**config.mk**
```make
export PLATFORM = sky130hd
export DESIGN_NAME = ula_multiciclo
export DESIGN_NICKNAME = d
export VERILOG_FILES = /design/src/rtl/ula_multiciclo.sv
export SDC_FILE = /design/constraint.sdc
export NUM_CORES = 1
export LEC_CHECK = 0
export CORE_MARGIN = 2
export CORE_UTILIZATION = 45
export CTS_CLUSTER_SIZE = 16
export DETAILED_ROUTE_END_ITERATION = 16
export GPL_ROUTABILITY_DRIVEN = 0
export PLACE_DENSITY = 0.78
export SYNTH_ARGS = -nofsm -noshare
export SYNTH_HDL_FRONTEND = slang
export SYNTH_SLANG_ARGS = --single-unit
```
**constraint.sdc**
```tcl
create_clock -name clock -period 0.9 [get_ports clock]
set_input_delay 0.18 -clock clock [delete_from_list [all_inputs] [get_ports clock]]
set_output_delay 0.18 -clock clock [all_outputs]
set_load 0.02 [all_outputs]
```
**src/rtl/ula_multiciclo.sv**
```systemverilog
// rtl/ula_multiciclo.sv - N-bit multicycle ALU with start/busy/done handshake.
// Optional iterative unsigned multiply is built when ULA_MUL_EN is defined.
module ula_multiciclo #(
  parameter int WIDTH = 32
) (
  input  logic             clock,
  input  logic             reset,
  input  logic             start,
  input  logic [2:0]       ALUop,
  input  logic [WIDTH-1:0] a,
  input  logic [WIDTH-1:0] b,
  output logic [WIDTH-1:0] result,
  output logic [WIDTH-1:0] hi,
  output logic             zero,
  output logic             cout,
  output logic             overf,
  output logic             busy,
  output logic             done
);

  localparam logic [2:0] OP_AND = 3'b000;
  localparam logic [2:0] OP_OR  = 3'b001;
  localparam logic [2:0] OP_ADD = 3'b010;
  localparam logic [2:0] OP_NOR = 3'b100;
  localparam logic [2:0] OP_SUB = 3'b110;
  localparam logic [2:0] OP_SLT = 3'b111;

  typedef enum logic [1:0] {S_IDLE, S_MUL, S_DONE} state_t;

  state_t           state_q, state_d;
  logic [WIDTH-1:0] result_q, result_d;
  logic             zero_q, zero_d;
  logic             cout_q, cout_d;
  logic             overf_q, overf_d;

  logic             sub_op;
  logic [WIDTH-1:0] b_eff;
  logic [WIDTH:0]   sum_w;
  logic             add_ov;
  logic [WIDTH-1:0] alu_res;
  logic             alu_cout;
  logic             alu_ov;

`ifdef ULA_MUL_EN
  localparam logic [2:0] OP_MUL = 3'b011;
  localparam int CW = $clog2(WIDTH) + 1;
  localparam logic [CW-1:0] LAST = CW'(WIDTH - 1);

  logic [WIDTH-1:0] hi_q, hi_d;
  logic [WIDTH-1:0] mcand_q, mcand_d;
  logic [WIDTH-1:0] acc_q, acc_d;
  logic [WIDTH-1:0] mplier_q, mplier_d;
  logic [CW-1:0]    cnt_q, cnt_d;
  logic [WIDTH:0]   mul_sum;

  // Carry of the partial add lands in the top bit and is shifted into acc.
  assign mul_sum = {1'b0, acc_q} + (mplier_q[0] ? {1'b0, mcand_q} : '0);
  assign hi      = hi_q;
  assign busy    = (state_q == S_MUL);
`else
  assign hi   = '0;
  assign busy = 1'b0;
`endif

  always_comb begin
    sub_op   = (ALUop == OP_SUB) || (ALUop == OP_SLT);
    b_eff    = sub_op ? ~b : b;
    sum_w    = {1'b0, a} + {1'b0, b_eff} + {{WIDTH{1'b0}}, sub_op};
    add_ov   = (a[WIDTH-1] == b_eff[WIDTH-1]) && (sum_w[WIDTH-1] != a[WIDTH-1]);
    alu_res  = '0;
    alu_cout = 1'b0;
    alu_ov   = 1'b0;
    case (ALUop)
      OP_AND: alu_res = a & b;
      OP_OR:  alu_res = a | b;
      OP_NOR: alu_res = ~(a | b);
      OP_ADD, OP_SUB: begin
        alu_res  = sum_w[WIDTH-1:0];
        alu_cout = sum_w[WIDTH];
        alu_ov   = add_ov;
      end
      OP_SLT: alu_res = {{(WIDTH-1){1'b0}}, sum_w[WIDTH-1] ^ add_ov};
      default: alu_res = '0;
    endcase
  end

  always_comb begin
    state_d  = state_q;
    result_d = result_q;
    zero_d   = zero_q;
    cout_d   = cout_q;
    overf_d  = overf_q;
`ifdef ULA_MUL_EN
    hi_d     = hi_q;
    mcand_d  = mcand_q;
    acc_d    = acc_q;
    mplier_d = mplier_q;
    cnt_d    = cnt_q;
`endif
    case (state_q)
      S_IDLE, S_DONE: begin
        if (state_q == S_DONE) state_d = S_IDLE;
        if (start) begin
`ifdef ULA_MUL_EN
          if (ALUop == OP_MUL) begin
            mcand_d  = a;
            mplier_d = b;
            acc_d    = '0;
            cnt_d    = '0;
            state_d  = S_MUL;
          end else
`endif
          begin
            result_d = alu_res;
            zero_d   = (alu_res == '0);
            cout_d   = alu_cout;
            overf_d  = alu_ov;
`ifdef ULA_MUL_EN
            hi_d     = '0;
`endif
            state_d  = S_DONE;
          end
        end
      end
`ifdef ULA_MUL_EN
      S_MUL: begin
        acc_d    = mul_sum[WIDTH:1];
        mplier_d = {mul_sum[0], mplier_q[WIDTH-1:1]};
        cnt_d    = cnt_q + CW'(1);
        if (cnt_q == LAST) begin
          hi_d     = acc_d;
          result_d = mplier_d;
          zero_d   = ({acc_d, mplier_d} == '0);
          cout_d   = 1'b0;
          overf_d  = 1'b0;
          state_d  = S_DONE;
        end
      end
`endif
      default: state_d = S_IDLE;
    endcase
  end

  always_ff @(posedge clock or posedge reset) begin
    if (reset) begin
      state_q  <= S_IDLE;
      result_q <= '0;
      zero_q   <= 1'b1;
      cout_q   <= 1'b0;
      overf_q  <= 1'b0;
`ifdef ULA_MUL_EN
      hi_q     <= '0;
      mcand_q  <= '0;
      acc_q    <= '0;
      mplier_q <= '0;
      cnt_q    <= '0;
`endif
    end else begin
      state_q  <= state_d;
      result_q <= result_d;
      zero_q   <= zero_d;
      cout_q   <= cout_d;
      overf_q  <= overf_d;
`ifdef ULA_MUL_EN
      hi_q     <= hi_d;
      mcand_q  <= mcand_d;
      acc_q    <= acc_d;
      mplier_q <= mplier_d;
      cnt_q    <= cnt_d;
`endif
    end
  end

  assign result = result_q;
  assign zero   = zero_q;
  assign cout   = cout_q;
  assign overf  = overf_q;
  assign done   = (state_q == S_DONE);

endmodule

```
==> flow_summary_export.csv, run 1 <==
group,metric,value,unit
status,status,"did not finish",
status,haltStage,"global routing (5_1_grt)",
status,error_line,"[ERROR GRT-0232] Routing congestion too high. Check the congestion heatmap in the GUI.",
synthesis,post-synth-top-count-cell,"a21oi_1",
synthesis,async_reset_ff_frac,1.00,
timing,worst_endpoint,"zero$_DFFE_PP1P_/D",
synthesis,synthTopCellsByCount,"a21oi_1 (68), nor2_1 (64), nand2_1 (45)",
floorplan,ioPinCount,139,
synthesis,synth_top_flop_cell,"dfrtp_1",
clocking,cts_max_path_buffers,2,
clocking,clkSinkCount,36,
synthesis,ys_warn_count,0,
synthesis,ys_ff_latch,36,
global_route,grt-ovfl-total,57,
timing,worst_endpoint_kind,"sequential cell input",
synthesis,syn_avg_cell_area,7.81,sq um
global_route,grt.total_usage,0.711,
synthesis,synth-edff-count,0,
floorplan,die_h,111,um
synthesis,synth_seq_area_share,0.176,
floorplan,start_util,0.456,
placed_design,port_buffers,105,
synthesis,synth_top_area_cell,"dfrtp_1",
global_route,grt_max_degree,57,
clocking,cts_root_buffer,"clkbuf_16",
placed_design,dp_hpwl,15.7,mm
clocking,cts-buffers-inserted,5,
synthesis,synth.top_cell.area_share,0.170,
synthesis,synth_area_leaders,"dfrtp_1 (17%), ha_1 (8.3%), xnor2_1 (7.3%)",
clocking,htree_levels,2,
synthesis,synthDistinctLibCells,83,
synthesis,synth_area,0.00514,sq mm
synthesis,syn_inst,658,
floorplan,rows,39,
floorplan,die_x,111,um
## cells by family after synthesis
group / after synthesis / synth area share
buf+inv: 91 / 0.0943
flops: 36 / 0.176
fa+ha+maj: 62 / 0.140
xor+xnor: 51 / 0.0869
compound gates: 220 / 0.306
simple gates: 188 / 0.177
other cells: 1 / 0.000730
mux: 9 / 0.0195
## per-stage QoR
step | instances | hold WS, ns | util | instance area [sq um] | setup slack, ns
3_3_place_gp | 1083 | 0.472 | 0.700 | 7890 | -2.96
4_1_cts | 1140 | 0.187 | 0.817 | 9210 | -2.06
3_5_place_dp | 1083 | 0.471 | 0.700 | 7890 | -3.00
2_1_floorplan | 690 | 0.133 | - | 5450 | -2.19
## metal layers
| metal | overflow | track usage |
|---|---|---|
| met1 | 0 | 0.691 |
| met2 | 28 | 0.917 |
| met3 | 0 | 0.556 |
| met4 | 29 | 0.703 |
| met5 | 0 | 0.0875 |
## what timing repair did
action | 4_1_cts
setup buffers | 53
resized for setup | 400
hold buffers | 0
gates cloned | 1
pin swaps | 73
setup endpoints to repair | 71
==> inputs of run 2 (changes only) <==
- CORE_UTILIZATION: 45 -> 40
- CTS_CLUSTER_SIZE: 16 -> not set
- PLACE_DENSITY: 0.78 -> not set
- PLACE_DENSITY_LB_ADDON: not set -> 0.15
- clock period: 0.9 -> 1.15 ns (I/O delays scaled with it)
==> run 2 against run 1 <==
The flow now finishes, with violations (negative setup slack). Synthesized area stayed put. Synthesized cell count stayed put.
==> flow_summary_export.csv, run 2 <==
group,metric,value,unit
worst_setup_path,required,1.36,ns
worst_setup_path,timing.rr.start,"result[15]",
finish,utilization,0.777,
synthesis,synth_top_family_by_area,"compound AO/OA/AOI/OAI gates",
floorplan,dieArea,0.0138,sq mm
worst_setup_path,critPathLaunchType,"input port",
floorplan,rows,41,
drt,drt_iter0_markers,578,
finish,multi_input_area,0.00523,sq mm
status,status,"finished with violations",
finish,largest_reg_flops,32,
synthesis,syn_avg_cell_area,7.81,sq um
finish,final_cell_mix,"buf_4 (230), nor2_1 (60), buf_6 (52), clkdlybuf4s50_1 (42), buf_2 (39)",
global_route,grt-busiest-layer,"met2",
synthesis,synth_adder_area_share,0.140,
drt,final_antenna_net_count,0,
synthesis,synth_top_flop_cell,"dfrtp_1",
synthesis,synthDistinctLibCells,83,
worst_setup_path,r2r-end,"result[15]",
finish,syn2layout_area_growth,90.0,%
floorplan,die_h,117,um
power,leakagePower,4.23,nW
synthesis,syn_inst,658,
global_route,grt_first_pass_wirelength,36.8,mm
floorplan,die_x,117,um
timing,max_freq,315,MHz
worst_setup_path,cp_max_fo,8,
timing,grt_setup_unrepaired,"yes",
worst_setup_path,r2r_slack,0.27,ns
timing,finalHoldViolations,0,
drt,routed_wl,25.6,mm
synthesis,ys_ff_latch,36,
clocking,clk_latency,0.27,ns
clocking,htree_levels,2,
placed_design,port_buffers,105,
global_route,grt.total_usage,0.326,
synthesis,synth_top_area_cell,"dfrtp_1",
synthesis,ys_warn_count,0,
placed_design,dp_hpwl,15.8,mm
finish,n_antenna_cell,0,
finish,seqCellArea,902,sq um
global_route,grt_max_degree,60,
drt,via_count,7105,
placed_design,post-place-ws,-2.83,ns
run,max_cap_violations,0,
timing,max_slew_margin,0.550,
synthesis,synth_area,0.00514,sq mm
clocking,ctsHoldBuffers,0,
synthesis,synth.top_cell.area_share,0.170,
timing,report.final.slew_viol_count,0,
floorplan,ioPinCount,139,
drt,routedWlPerCell,21.7,um
floorplan,start_util,0.409,
clocking,cts_max_path_buffers,2,
status,violations,"negative setup slack",
clocking,clkSinkCount,36,
synthesis,synth_seq_area_share,0.176,
synthesis,post-synth-top-count-cell,"a21oi_1",
finish,layout_commonest_cell,"buf_4",
clocking,cts_tree,"built",
timing,setup_slack,-2.02,ns
timing,fin_skew,0,ns
synthesis,synth-edff-count,0,
global_route,antenna_found_initial,0,
finish,design_area,0.00976,sq mm
power,p_per_area,1030,mW/mm^2
synthesis,synth_xor_area_frac,0.0869,
finish,nFillCells,798,
timing,fin_crit,3.17,ns
timing,post-route-period-util,2.76,
synthesis,synth-simple-area-share,0.177,
synthesis,synth_compound_area_frac,0.306,
worst_setup_path,worstSetupEndpointType,"flop",
worst_setup_path,worstRegToRegCells,2,
clocking,path_clk_slew,0.05,ns
synthesis,synth_area_leaders,"dfrtp_1 (17%), ha_1 (8.3%), xnor2_1 (7.3%)",
synthesis,synthMuxAreaShare,0.0195,
synthesis,async_reset_ff_frac,1.00,
power,peakVddDrop,0.712,mV
floorplan,core-area,0.0126,sq mm
clocking,cts-buffers-inserted,5,
global_route,grtUsageMet2,0.577,
timing,tns,-49.30,ns
worst_setup_path,path_class,"in2reg",
drt,drc,0,
drt,viasPerCell,6.03,
worst_hold_path,hp-class,"in2async",
timing,tightest_slew,0.676,ns
global_route,met3_usage,0.0642,
global_route,grt-ovfl-total,0,
finish,nets,1111,
drt,dr.pass1.iters,6,
worst_setup_path,crit_arrival,3.38,ns
finish,drive_gt1_frac,0.524,
placed_design,placed_area,0.00798,sq mm
synthesis,synthTopCellsByCount,"a21oi_1 (68), nor2_1 (64), nand2_1 (45)",
global_route,grt_util_met1,0.369,
clocking,cts_root_buffer,"clkbuf_16",
timing,finalSetupViolations,36,
global_route,grt_pass1_vias,7247,
[run 2: cell counts after synthesis]
No cell type changed its count.
[run 2: logic make-up (layout without fill, tap and decap cells)]
| family | count (synthesis) | after routing |
|---|---|---|
| adders and majority gates | 62 | 62 |
| xor gates and xnor gates | 51 | 51 |
| other | 1 | 33 |
| DFF | 36 | 36 |
| AOI/OAI and AO/OA | 220 | 220 |
| muxes | 9 | 9 |
| and+or+nand+nor | 188 | 188 |
| buffers and inverters | 91 | 408 |
[run 2: worst max-delay path, stage by stage]
cell     delay [ns]
buf_8          0.09
nand2_8        0.10
buf_12         0.17
buf_12         0.15
xnor2_4        0.13
ha_4           0.32
buf_4          0.17
nand4_1        0.20
buf_4          0.22
nor4_4         0.33
nor3b_2        0.11
xnor2_1        0.36
a22oi_2        0.17
and3_1         0.20
nand4_1        0.11
nor4_2         0.05
a32o_2         0.27
[run 2: power by group]
part / internal [mW] / total (mW) / switching [mW]
Clock: 0.853 / 1.37 / 0.512
Combinational: 3.49 / 7.10 / 3.61
Sequential: 1.44 / 1.54 / 0.102
Total: 5.79 / 10.0 / 4.23
[run 2: final cells by class]
class                      instances  area share
clock buffer                       6      0.0142
clock inverter                     2     0.00103
inverter                          10     0.00385
multi-input combinational        563       0.536
sequential                        36      0.0924
tap                              172      0.0220
timing repair buffer             390       0.331
[run 2: routing by layer]
layer	wire length [um]	vias to the layer above
li1	-	3093
met1	8990	3365
met2	12700	484
met3	2070	163
met4	1760	0
met5	0	-
[run 2: how the worst max path moves through the flow]
stage | endpoint | from | cells past startpoint
after floorplan | zero | ALUop[1] | 15
after global placement | zero | ALUop[2] | 17
after detailed placement | zero | ALUop[2] | 17
after CTS | zero | ALUop[2] | 14
after global routing | zero | ALUop[1] | 16
final | zero | ALUop[1] | 17
[run 2: per-stage QoR]
stage	hold WS, ns	power [mW]	instances
after CTS	0.317	9.05	1169
after floorplan	0.396	4.28	690
after global routing	0.359	10.4	1179
after global placement	0.494	6.59	1118
after detailed placement	0.495	6.70	1118
final	0.309	10.0	1179
[run 2: repair_timing]
action | CTS | global route
gates resized for setup | 347 | 114
pin swaps | 97 | 76
setup endpoints to repair | 71 | 55
gates cloned | 1 | 0
buffers inserted | 61 | 20
Power figures use the tool's default switching activity.
